<file path="src/rtl/mem_arbiter.sv">
// Two-port arbiter (instruction fetch / load-store) in front of mem_control.
// Sequences the two-cycle access protocol and answers misaligned requests locally.
module mem_arbiter #(
  parameter int DATA_PRIORITY = 0
) (
  input  logic        clk_i,
  input  logic        rstn_i,
  input  logic        if_req_i,
  input  logic [31:0] if_addr_i,
  output logic        if_gnt_o,
  output logic        if_rvalid_o,
  output logic [31:0] if_rdata_o,
  output logic        if_err_o,
  input  logic        d_req_i,
  input  logic        d_we_i,
  input  logic [1:0]  d_acc_i,
  input  logic [31:0] d_addr_i,
  input  logic [31:0] d_wdata_i,
  output logic        d_gnt_o,
  output logic        d_rvalid_o,
  output logic [31:0] d_rdata_o,
  output logic        d_err_o,
  output logic [1:0]  mem_acc_r_o,
  output logic [31:0] mem_addr_r_o,
  input  logic [31:0] mem_data_r_i,
  output logic        mem_wr_en_o,
  output logic [1:0]  mem_acc_w_o,
  output logic [31:0] mem_addr_w_o,
  output logic [31:0] mem_data_w_o,
  input  logic        mem_wr_ready_i
);

  localparam logic [1:0] MEM_ACCESS_BYTE     = 2'b00;
  localparam logic [1:0] MEM_ACCESS_HALFWORD = 2'b01;
  localparam logic [1:0] MEM_ACCESS_WORD     = 2'b10;

  typedef enum logic [1:0] {
    ST_IDLE     = 2'b00,
    ST_RD_RESP  = 2'b01,
    ST_WR_PEND  = 2'b10,
    ST_ERR_RESP = 2'b11
  } state_t;

  state_t      state, state_nxt;
  logic        prio_d;
  logic        lat_port;  // 1 = data port owns the in-flight access
  logic        lat_we;
  logic [1:0]  lat_acc;
  logic [31:0] lat_addr;
  logic [31:0] lat_wdata;

  logic        grant;
  logic        pick_d;
  logic        win_we;
  logic [1:0]  win_acc;
  logic [31:0] win_addr;
  logic        win_mis;

  function automatic logic misaligned(input logic is_d, input logic [1:0] acc,
                                      input logic [1:0] lsb);
    if (!is_d) return lsb != 2'b00;
    case (acc)
      MEM_ACCESS_BYTE:     return 1'b0;
      MEM_ACCESS_HALFWORD: return lsb[0];
      default:             return lsb != 2'b00;
    endcase
  endfunction

  // A lone request always wins; ties go to data (fixed) or to prio_d (round-robin).
  assign pick_d   = (DATA_PRIORITY != 0) ? d_req_i : (d_req_i && (!if_req_i || prio_d));
  assign win_we   = pick_d & d_we_i;
  assign win_acc  = pick_d ? d_acc_i : MEM_ACCESS_WORD;
  assign win_addr = pick_d ? d_addr_i : if_addr_i;
  assign win_mis  = misaligned(pick_d, win_acc, win_addr[1:0]);

  always_ff @(posedge clk_i or negedge rstn_i) begin
    if (!rstn_i) begin
      state     <= ST_IDLE;
      prio_d    <= 1'b1;
      lat_port  <= 1'b0;
      lat_we    <= 1'b0;
      lat_acc   <= 2'b00;
      lat_addr  <= 32'h0;
      lat_wdata <= 32'h0;
    end else begin
      state <= state_nxt;
      if (grant) begin
        prio_d    <= ~pick_d;
        lat_port  <= pick_d;
        lat_we    <= win_we;
        lat_acc   <= win_acc;
        lat_addr  <= win_addr;
        lat_wdata <= d_wdata_i;
      end
    end
  end

  always_comb begin
    state_nxt    = state;
    grant        = 1'b0;
    if_gnt_o     = 1'b0;
    if_rvalid_o  = 1'b0;
    if_rdata_o   = 32'h0;
    if_err_o     = 1'b0;
    d_gnt_o      = 1'b0;
    d_rvalid_o   = 1'b0;
    d_rdata_o    = 32'h0;
    d_err_o      = 1'b0;
    mem_acc_r_o  = 2'b00;
    mem_addr_r_o = 32'h0;
    mem_wr_en_o  = 1'b0;
    mem_acc_w_o  = 2'b00;
    mem_addr_w_o = 32'h0;
    mem_data_w_o = 32'h0;
    case (state)
      ST_IDLE: begin
        // rstn_i gates the grant so nothing is accepted while reset is held.
        grant = rstn_i && mem_wr_ready_i && (if_req_i || d_req_i);
        if (grant) begin
          d_gnt_o  = pick_d;
          if_gnt_o = ~pick_d;
          if (win_mis) begin
            state_nxt = ST_ERR_RESP;
          end else if (win_we) begin
            mem_wr_en_o  = 1'b1;
            mem_acc_w_o  = win_acc;
            mem_addr_w_o = win_addr;
            mem_data_w_o = d_wdata_i;
            state_nxt    = ST_WR_PEND;
          end else begin
            mem_acc_r_o  = win_acc;
            mem_addr_r_o = win_addr;
            state_nxt    = ST_RD_RESP;
          end
        end
      end
      ST_RD_RESP: begin
        mem_acc_r_o  = lat_acc;
        mem_addr_r_o = lat_addr;
        if (lat_port) begin
          d_rvalid_o = 1'b1;
          d_rdata_o  = mem_data_r_i;
        end else begin
          if_rvalid_o = 1'b1;
          if_rdata_o  = mem_data_r_i;
        end
        state_nxt = ST_IDLE;
      end
      ST_WR_PEND: begin
        mem_acc_w_o  = lat_acc;
        mem_addr_w_o = lat_addr;
        mem_data_w_o = lat_wdata;
        d_rvalid_o   = lat_we;
        state_nxt    = ST_IDLE;
      end
      ST_ERR_RESP: begin
        if (lat_port) begin
          d_rvalid_o = 1'b1;
          d_err_o    = 1'b1;
        end else begin
          if_rvalid_o = 1'b1;
          if_err_o    = 1'b1;
        end
        state_nxt = ST_IDLE;
      end
      default: state_nxt = ST_IDLE;
    endcase
  end

endmodule

</file>
<file path="config.mk">
export PLATFORM = sky130hd
export DESIGN_NAME = mem_arbiter
export DESIGN_NICKNAME = d
export VERILOG_FILES = /design/src/rtl/mem_arbiter.sv
export SDC_FILE = /design/constraint.sdc
export NUM_CORES = 1
export LEC_CHECK = 0
export CAP_MARGIN = 20
export CORE_ASPECT_RATIO = 0.7
export CORE_MARGIN = 4
export CORE_UTILIZATION = 37
export CTS_CLUSTER_SIZE = 28
export DETAILED_ROUTE_END_ITERATION = 8
export PLACE_DENSITY = 0.83
export SLEW_MARGIN = 5
export SYNTH_ARGS = -nofsm -noshare
export SYNTH_HDL_FRONTEND = slang
export SYNTH_SLANG_ARGS = --single-unit
export TNS_END_PERCENT = 5
</file>
<file path="constraint.sdc">
create_clock -name clk_i -period 2.9 [get_ports clk_i]
set_clock_uncertainty 0.1 [all_clocks]
set_input_delay 0.725 -clock clk_i [delete_from_list [all_inputs] [get_ports clk_i]]
set_output_delay 0.725 -clock clk_i [all_outputs]
set_load 0.05 [all_outputs]
</file>
==> run_results.csv <==
group,metric,value,unit
die,std_cell_rows,33,
timing,holdWs,0.453,ns
final_layout,drive_gt1_frac,0.501,
detailed_routing,ant_nets,0,
die,start_util,0.388,
setup_path,cp_num_buf_inv,3,
die,die-area,0.0145,sq mm
detailed_routing,num_vias,7057,
die,fp.coreArea,0.0120,sq mm
yosys,syn-cell-area,0.00466,sq mm
setup_path,r2r_start,"state[0]",
die,ios,307,
setup_path,critPathSlowestCell,"mux2i_1",
yosys,synth_flop_cell,"dfrtp_1",
yosys,ys_seq_area_frac,0.382,
yosys,synth_top_family_by_area,"compound AO/OA/AOI/OAI gates",
yosys,async_flop_share,1.00,
setup_path,crit_path_max_fanout,4,
hold_path,hp-start,"lat_wdata[7]",
placed_design,place_congestion,0.878,
timing,drv_slew,0,
yosys,synth-seq-cells,71,
setup_path,r2r_setup_slack,0.56,ns
clocking,htree_levels,3,
timing,period_needed,3.35,ns
setup_path,critPathCaptureType,"output pin",
final_layout,final_nets,1009,
clocking,hold_buffers,0,
yosys,synth_fp_nets,656,
yosys,synth-xor-area-share,0,
placed_design,hpwl,18200,um
global_routing,first_global_vias,7195,
clocking,cts_sinks,71,
timing,max_freq,298,MHz
yosys,synth_edf_count,0,
yosys,synth-simple-area-share,0.172,
placed_design,place_inst,991,
hold_path,hold_class,"flip-flop to flip-flop",
clocking,cts_buffers,9,
global_routing,grt_usage,0.425,
setup_path,cp_data_arrival_time,2.53,ns
timing,setup_viol,102,
global_routing,grt_max_degree,72,
yosys,avgSynthCellArea,8.96,sq um
placed_design,numPortBuffers,306,
run_status,status,"finished, violations left",
timing,tightest_slew,0.997,ns
yosys,ys_warn_count,0,
yosys,synthDominantCellAreaShare,0.376,
detailed_routing,via_per_inst,6.81,
clocking,tritoncts,"yes",
setup_path,worst_setup_path_start_kind,"primary input",
detailed_routing,wire_per_inst,35.3,um
final_layout,area_growth,148,%
clocking,cts_root_buf,"clkbuf_16",
power_and_ir_drop,leakage,5.05,nW
die,die_y,102,um
global_routing,gr-total-overflow,0,
yosys,synthCells,520,
yosys,synth_cell_type_count,29,
timing,finalCritPeriodShare,1.16,
timing,maxSlewHeadroom,0.336,
yosys,synthAdderAreaFrac,0,
timing,hold_viol_final,0,
job,max_cap_viol_count,0,
run_status,failed_checks,"negative setup slack",
die,die_w,142,um
setup_path,crit_chain,"clkdlybuf4s15_2 -> buf_4 -> nand2_1 -> mux2i_1 -> o31ai_4 -> buf_12",
detailed_routing,drtIter0Drc,790,
yosys,synthMuxAreaShare,0.146,
detailed_routing,firstDrtPassIters,7,
clocking,clk_pin_slew,0.06,ns
yosys,synthTopCellsByArea,"dfrtp_1 38%, mux2_2 7.7%, a22o_1 7.3%, mux2i_1 6.9%, a32o_1 6.4%",
global_routing,antenna_found_initial,0,
detailed_routing,routed_wl,36600,um
yosys,synth_top_area_cell,"dfrtp_1",
timing,rsz0062_at_grt,"true",
power_and_ir_drop,powerDensity,460,mW/mm^2
setup_path,cp-startpoint,"d_req_i",
setup_path,max_stage_delay,0.77,ns
timing,setup_ws,-0.451,ns
setup_path,required,2.08,ns
detailed_routing,drc,0,
setup_path,cp_top_family,"multiplexers",
clocking,cts_buffer_depth,2,
power_and_ir_drop,ir_drop,0.000413,V
yosys,synth_compound_area_frac,0.240,
clocking,clk_latency,0.35,ns
setup_path,worstSetupPathType,"primary input to output pin",
final_layout,fin_cells,1036,
global_routing,grt_pass1_wl,46100,um
-- cell usage in the layout, fill, tap and decap left out, types with 7 or more instances in the layout --
cell,instances
clkbuf_16,9
dfrtp_1,69
nor2_1,65
nand2b_1,33
a32o_2,30
buf_4,53
a22o_1,7
clkdlybuf4s50_1,124
mux2i_1,24
o31ai_4,32
buf_16,9
a22o_4,31
mux2i_2,7
mux2_2,32
nand2_1,70
buf_6,33
buf_12,165
o21ai_0,33
-- report_power, final --
part	leakage, nW	total, mW	internal (mW)	switching [mW]
Sequential	0.862	1.48	1.22	0.266
Clock	0.182	1.45	0.976	0.478
Combinational	4.01	2.37	1.07	1.30
-- final cells by class --
cell class	count	area, sq um
diodes	1	2.50
inverters	2	7.51
fillers	221	463
well taps	157	196
repair buffers	397	5680
clock buffers	11	253
clock inverters	5	128
multi-input cells	392	3500
flip-flops and latches	71	1780
-- final timing paths --
kind	endpoint	cells past startpoint
min in group asynchronous	lat_wdata[3]	2
setup reg to reg	lat_wdata[14]	7
hold reg to reg	lat_wdata[7]	1
max in group asynchronous	state[0]	2
hold / removal	lat_wdata[7]	1
setup / recovery	mem_addr_r_o[18]	6
-- worst register-to-register path, stage by stage, from the launching register on --
cell and delay, ns:
dfrtp_2 0.45, and4bb_2 0.29, buf_6 0.14, o21ai_4 0.13
buf_6 0.18, buf_16 0.15, buf_4 0.34, mux2_2 0.43
-- cell families (layout without fill, tap and decap cells) --
| logic type | Yosys count | count (layout) |
|---|---|---|
| AO/OA/AOI/OAI | 146 | 146 |
| flip-flops | 71 | 71 |
| buffers and inverters | 57 | 415 |
| other | 0 | 1 |
| multiplexers | 64 | 64 |
| AND/OR/NAND/NOR | 182 | 182 |
-- state kept, by name, indices dropped and copies added (netlist names) --
register / count
lat_addr: 32
lat_wdata: 32
lat_acc: 2
state: 2
lat_port: 1
lat_we: 1
prio_d: 1
-- metrics by stage --
step	TNS [ns]	util	worst slack, ns	area (sq um)	power [mW]
after floorplan	-5.68	-	-0.155	5120	2.35
after global placement	-34.34	0.845	-0.459	10200	3.25
after detailed placement	-37.22	0.845	-0.495	10200	3.35
after CTS	-5.57	0.943	-0.182	11300	4.94
after global routing	-16.20	0.961	-0.477	11500	5.38
final	-15.36	0.961	-0.451	11600	5.31
-- metal layers --
| layer | vias to the layer above | routed length [um] | track usage |
|---|---|---|---|
| li1 | 2603 | - | - |
| met2 | 797 | 17200 | 0.749 |
| met1 | 3364 | 11000 | 0.437 |
| met4 | 0 | 3620 | 0.269 |
| met3 | 293 | 4730 | 0.146 |
| met5 | - | 0 | 0 |
-- cells in the mapped netlist (16+ instances only) --
master    count
dfrtp_1      70
nand2_1      70
nor2_1       67
a22o_1       39
o21ai_0      35
nand2b_1     34
mux2_2       32
mux2i_1      32
o31ai_1      32
a32o_1       30
clkbuf_1     28
buf_2        16
-- timing repair --
| action | 4_1_cts | 5_1_grt |
|---|---|---|
| endpoints found under the hold margin | 0 | 0 |
| resized for setup | 123 | 44 |
| pin swaps | 41 | 26 |
| cloned | 7 | 0 |
| setup endpoints to repair | 103 | 102 |
| setup buffers | 19 | 2 |
(Power assumes the default switching activity.)
